$ cat src/rtl/ifetch_pkg.sv
`default_nettype none
// ============================================================================
// Module      : ifetch_pkg
// Description : Shared constants and the prefetch FIFO entry type for the
//               instruction fetch queue.
// Revision    : 1.0 - initial release
// ============================================================================
package ifetch_pkg;

    localparam int IMEM_AW = 11;
    localparam int INST_W  = 32;
    localparam int PC_W    = 32;

    localparam logic [PC_W-1:0] DEFAULT_RESET_PC = 32'h0000_0000;

    // One prefetched instruction together with the byte address it came from.
    typedef struct packed {
        logic [INST_W-1:0] inst;
        logic [PC_W-1:0]   pc;
    } fetch_entry_t;

endpackage
`default_nettype wire

$ cat src/rtl/ifetch_fifo.sv
`default_nettype none
// ============================================================================
// Module      : ifetch_fifo
// Description : Circular buffer of fetch_entry_t with push, pop and a
//               synchronous flush. DEPTH must be a power of two (2..16) so
//               the pointers wrap without extra logic.
// Revision    : 1.0 - initial release
// ============================================================================
module ifetch_fifo
    import ifetch_pkg::*;
#(
    parameter int DEPTH = 4
) (
    input  logic                       clk,
    input  logic                       reset,
    input  logic                       push,
    input  logic                       pop,
    input  logic                       flush,
    input  fetch_entry_t               wdata,
    output fetch_entry_t               rdata,
    output logic [$clog2(DEPTH+1)-1:0] count
);

    localparam int c_ptr_w = $clog2(DEPTH);
    localparam int c_cnt_w = $clog2(DEPTH+1);

    fetch_entry_t         r_mem [DEPTH];
    logic [c_ptr_w-1:0]   r_wptr;
    logic [c_ptr_w-1:0]   r_rptr;
    logic [c_cnt_w-1:0]   r_count;

    // Storage write; entries need no reset because count gates visibility.
    always_ff @(posedge clk) begin
        if (push) begin
            r_mem[r_wptr] <= wdata;
        end
    end

    // Pointer and occupancy tracking; flush wins over push and pop.
    always_ff @(posedge clk or posedge reset) begin
        if (reset) begin
            r_wptr  <= '0;
            r_rptr  <= '0;
            r_count <= '0;
        end else if (flush) begin
            r_wptr  <= '0;
            r_rptr  <= '0;
            r_count <= '0;
        end else begin
            if (push) begin
                r_wptr <= r_wptr + 1'b1;
            end
            if (pop) begin
                r_rptr <= r_rptr + 1'b1;
            end
            case ({push, pop})
                2'b10:   r_count <= r_count + 1'b1;
                2'b01:   r_count <= r_count - 1'b1;
                default: r_count <= r_count;
            endcase
        end
    end

    assign rdata = r_mem[r_rptr];
    assign count = r_count;

endmodule
`default_nettype wire

$ cat src/rtl/ifetch_queue.sv
`default_nettype none
// ============================================================================
// Module      : ifetch_queue
// Description : Fetch stage owning the fetch PC. Drives the word address to a
//               combinational-read instruction memory, captures each word with
//               its PC into a prefetch FIFO and hands entries to decode over a
//               valid/ready handshake. A redirect flushes the FIFO and restarts
//               fetch at redirect_pc.
//               Optional macro IFETCH_STATS_EN adds the stall_cnt output.
// Revision    : 1.0 - initial release
// ============================================================================
module ifetch_queue
    import ifetch_pkg::*;
#(
    parameter logic [31:0] RESET_PC = DEFAULT_RESET_PC,
    parameter int          DEPTH    = 4
) (
    input  logic               clk,
    input  logic               reset,
    output logic [IMEM_AW-1:0] imem_a,
    input  logic [INST_W-1:0]  imem_rd,
    input  logic               redirect,
    input  logic [PC_W-1:0]    redirect_pc,
    output logic               inst_valid,
    input  logic               inst_ready,
    output logic [INST_W-1:0]  inst,
    output logic [PC_W-1:0]    inst_pc
`ifdef IFETCH_STATS_EN
    ,
    output logic [31:0]        stall_cnt
`endif
);

    localparam int                 c_cnt_w = $clog2(DEPTH+1);
    localparam logic [c_cnt_w-1:0] c_full  = c_cnt_w'(DEPTH);

    logic [PC_W-1:0]    r_fetch_pc;
    logic [c_cnt_w-1:0] w_count;
    fetch_entry_t       w_head;
    fetch_entry_t       w_wdata;
    logic               w_pop;
    logic               w_push;
    logic               w_full;

    assign inst_valid = (w_count != '0);
    assign w_full     = (w_count == c_full);
    assign w_pop      = inst_valid & inst_ready;
    // A full queue may still accept when the head leaves in the same cycle.
    assign w_push     = ~redirect & (~w_full | w_pop);

    assign imem_a        = r_fetch_pc[IMEM_AW+1:2];
    assign w_wdata.inst  = imem_rd;
    assign w_wdata.pc    = r_fetch_pc;

    // Outputs come only from FIFO storage, never straight from imem_rd.
    assign inst    = inst_valid ? w_head.inst : '0;
    assign inst_pc = inst_valid ? w_head.pc   : '0;

    // Fetch PC: redirect restarts at the word-aligned target, push advances.
    always_ff @(posedge clk or posedge reset) begin
        if (reset) begin
            r_fetch_pc <= RESET_PC;
        end else if (redirect) begin
            r_fetch_pc <= redirect_pc & ~32'd3;
        end else if (w_push) begin
            r_fetch_pc <= r_fetch_pc + 32'd4;
        end
    end

    ifetch_fifo #(
        .DEPTH (DEPTH)
    ) u_fifo (
        .clk   (clk),
        .reset (reset),
        .push  (w_push),
        .pop   (w_pop),
        .flush (redirect),
        .wdata (w_wdata),
        .rdata (w_head),
        .count (w_count)
    );

`ifdef IFETCH_STATS_EN
    logic [31:0] r_stall_cnt;

    // Count cycles where decode is ready but nothing is queued.
    always_ff @(posedge clk or posedge reset) begin
        if (reset) begin
            r_stall_cnt <= '0;
        end else if (inst_ready & ~inst_valid) begin
            r_stall_cnt <= r_stall_cnt + 32'd1;
        end
    end

    assign stall_cnt = r_stall_cnt;
`endif

endmodule
`default_nettype wire

$ cat config.mk
export PLATFORM = sky130hd
export DESIGN_NAME = ifetch_queue
export DESIGN_NICKNAME = d
export VERILOG_FILES = /design/src/rtl/ifetch_pkg.sv /design/src/rtl/ifetch_fifo.sv /design/src/rtl/ifetch_queue.sv
export SDC_FILE = /design/constraint.sdc
export NUM_CORES = 1
export LEC_CHECK = 0
export ABC_AREA = 1
export CORE_UTILIZATION = 41
export DETAILED_ROUTE_END_ITERATION = 10
export PLACE_DENSITY = 0.64
export SETUP_SLACK_MARGIN = 0.15
export SKIP_CTS_REPAIR_TIMING = 1
export SLEW_MARGIN = 10
export SYNTH_ARGS = -nofsm -noshare
export SYNTH_HDL_FRONTEND = slang
export SYNTH_SLANG_ARGS = --single-unit
$ cat constraint.sdc
create_clock -name clk -period 4.62 [get_ports clk]
set_input_delay 1.155 -clock clk [delete_from_list [all_inputs] [get_ports clk]]
set_output_delay 1.155 -clock clk [all_outputs]
set_load 0.005 [all_outputs]
==> out/summary.txt <==
Slew @ Worst Pin = 0.9038 ns
Total Power = 7.385 mW
Global placer's final weighted congestion = 0.8897
CTS tree = built
Hold Fails Final Rpt = 0
Synth area leader = edfxtp_1
Main area contributors after synthesis = edfxtp_1, nor2_1, dfrtp_1
Largest net degree at the start of global routing = 126
CTS Sinks = 285
Yosys top cell area share = 60.69%
Placed insts = 1607
CP max-delay cell = clkdlybuf4s50_1
Post-route minimum period = 3.936 ns
Avg Inst Size Synth = 10.82 um2
Inserted Clock Buffers = 30
Post-placement cell area = 14040 um2
Crit. End Element = primary output
Post-Route WL = 28360 um
Synth cell types = 41
Core Footprint = 29090 um2
Skew final = 0.01083 ns
Top FF cell, synth = edfxtp_1
Period Utilization, post-route = 85.19%
Clock Tree Buf Depth = 3
Port-buffer cells = 139
Total grt overflow = 0
Via count = 8482
Total routing usage reported by global routing = 18.78%
Synth-to-Final Area Change = 22.43%
Setup violations, final = 0
Final count of pins violating max slew = 0
MaxCap Viol Count = 0
Initial detailed-routing violation count = 663
Synth Instances = 1134
EDFF count, synth = 248
Initial antenna violation count = 0
Die ar. = 30620 um2
Crit Path Category = flip-flop to primary output
Worst EP required = 3.46 ns
Status = completed
Leakage power total = 5.440 nW
Clock transition at path regs = 0.06 ns
Max transition margin = 39.66%
Seq/Total Area, Yosys = 68.24%
Largest stage delay, worst path = 0.58 ns
Rows = 62
Antenna cell count = 0
Worst path cell trace = inv_2, buf_12, o21ai_0, a21oi_1, clkdlybuf4s50_1
Worst Hold Class = flip-flop to flip-flop
DRC Markers = 0
Fmax = 0.2541 GHz
Most common cell after layout, fill and taps aside = nor2_1
CP arrival = 2.78 ns
Synthesized area = 12270 um2
Post-Layout Cell Count = 1662
WL/cell = 17.06 um
Hpwl dp = 16420 um
Unrepaired setup endpoints after global routing = no
Width of the die = 175.0 um
First-pass GRT wire length = 44730 um
CTS HTree Levels = 1
Yosys warnings = 0
CP Max Fanout = 68
Initial core utilization = 42.18%
Async SR Flop Fraction = 12.98%
Fraction of layout instances using a drive strength above 1 = 7.277%
Pwr dens = 491.6 nW/um2
Drt first pass iters = 5
Die Y = 175.0 um
Most frequent cells in the layout = nor2_1, edfxtp_1, nand2_1, clkdlybuf4s50_1, o21ai_0
Vias in the first global route = 8184
CTS root buffer = clkbuf_16
VDD IR-drop max = 0.0003751 V
Via-to-Cell Ratio = 5.103
Post-synthesis register bit count = 285
Clock Latency Late Sink = 0.55 ns
Ports = 144
Element type at the critical path start = flip-flop
Nets = 1329
Antenna Nets Post-Route = 0
Final Instance Area = 15020 um2
-- layer usage --
layer	GRT usage, %	vias to the layer above	share of wire [%]
met2	31.32	240	47
met3	2.437	43	5.1
li1	-	4115	-
met5	0	-	0
met1	25.98	4084	46
met4	4.783	0	2.0
-- cells by family after synthesis --
logic type / synth area share (%)
AND/OR/NAND/NOR: 17.07
flip-flops: 68.24
AO/OA/AOI/OAI: 9.208
buffers and inverters: 4.211
XOR/XNOR: 0.5710
adder cells (fa/ha/maj): 0.6730
other: 0.03056
-- area by class of cell --
class                   instances  area (um2)
flip-flops and latches        285        8378
inverters                      46       172.7
clock buffers                  40       839.6
multi-input cells             736        3415
well taps                     384       480.5
repair buffers                156        1594
fillers                      2498       14070
clock inverters                15       143.9
-- Yosys cell counts, types with 2 or more instances --
master,count
nand2_1,141
nand2_4,3
a21oi_1,68
buf_2,20
edfxtp_1,248
nand2_2,4
buf_4,15
inv_2,2
nor2_1,295
nand3b_1,2
xor2_1,7
nand3_1,35
nand4_1,3
o21ai_0,134
ha_1,5
nor2_4,7
o31ai_1,2
buf_1,3
o211ai_1,4
dfrtp_1,37
clkbuf_1,29
inv_1,44
and2_1,2
a22o_1,4
nor2_2,4
-- through the flow --
stage | setup TNS, ns | utilization [%] | setup WS [ns] | hold WS, ns
3_3_place_gp | 0 | 48.26 | 1.121 | 0.5452
6_report | 0 | 51.64 | 0.6842 | 0.5558
4_1_cts | 0 | 51.64 | 0.5767 | 0.5612
2_1_floorplan | -20.13 | - | -0.08118 | 0.5140
3_5_place_dp | 0 | 48.26 | 1.111 | 0.5530
5_1_grt | 0 | 51.64 | 0.4249 | 0.6207
-- path summary, 6_finish.rpt --
kind | from | depth (start not counted) | to | slack (ns)
hold / removal | u_fifo.r_wptr[0] | 1 | u_fifo.r_wptr[0] | 0.56
setup / recovery | u_fifo.r_rptr[0] | 5 | inst_pc[20] | 0.68
hold reg to reg | u_fifo.r_wptr[0] | 1 | u_fifo.r_wptr[0] | 0.56
min in group asynchronous | reset | 2 | r_fetch_pc[23] | 1.04
max in group asynchronous | reset | 3 | r_fetch_pc[4] | 2.81
setup reg to reg | u_fifo.count[0] | 5 | u_fifo.r_mem[2][35] | 2.25
-- power by group --
group | leakage [nW] | internal, mW | switching, mW | total, mW
combinational | 2.22 | 0.841 | 0.998 | 1.84
clock | 0.488 | 1.43 | 0.942 | 2.37
sequential | 2.73 | 3.04 | 0.135 | 3.17
-- worst max-delay path, delay by kind of cell, from the launching register on --
kind | cells | cell delay [ns]
buffers and inverters | 3 | 1.32
flip-flops | 1 | 0.49
AO/OA/AOI/OAI | 2 | 0.40
-- registers in the layout, indices dropped and copies added (netlist names) --
name	flops
u_fifo.r_mem	248
r_fetch_pc	30
u_fifo.count	3
u_fifo.r_rptr	2
u_fifo.r_wptr	2
(Power assumes the default switching activity.)
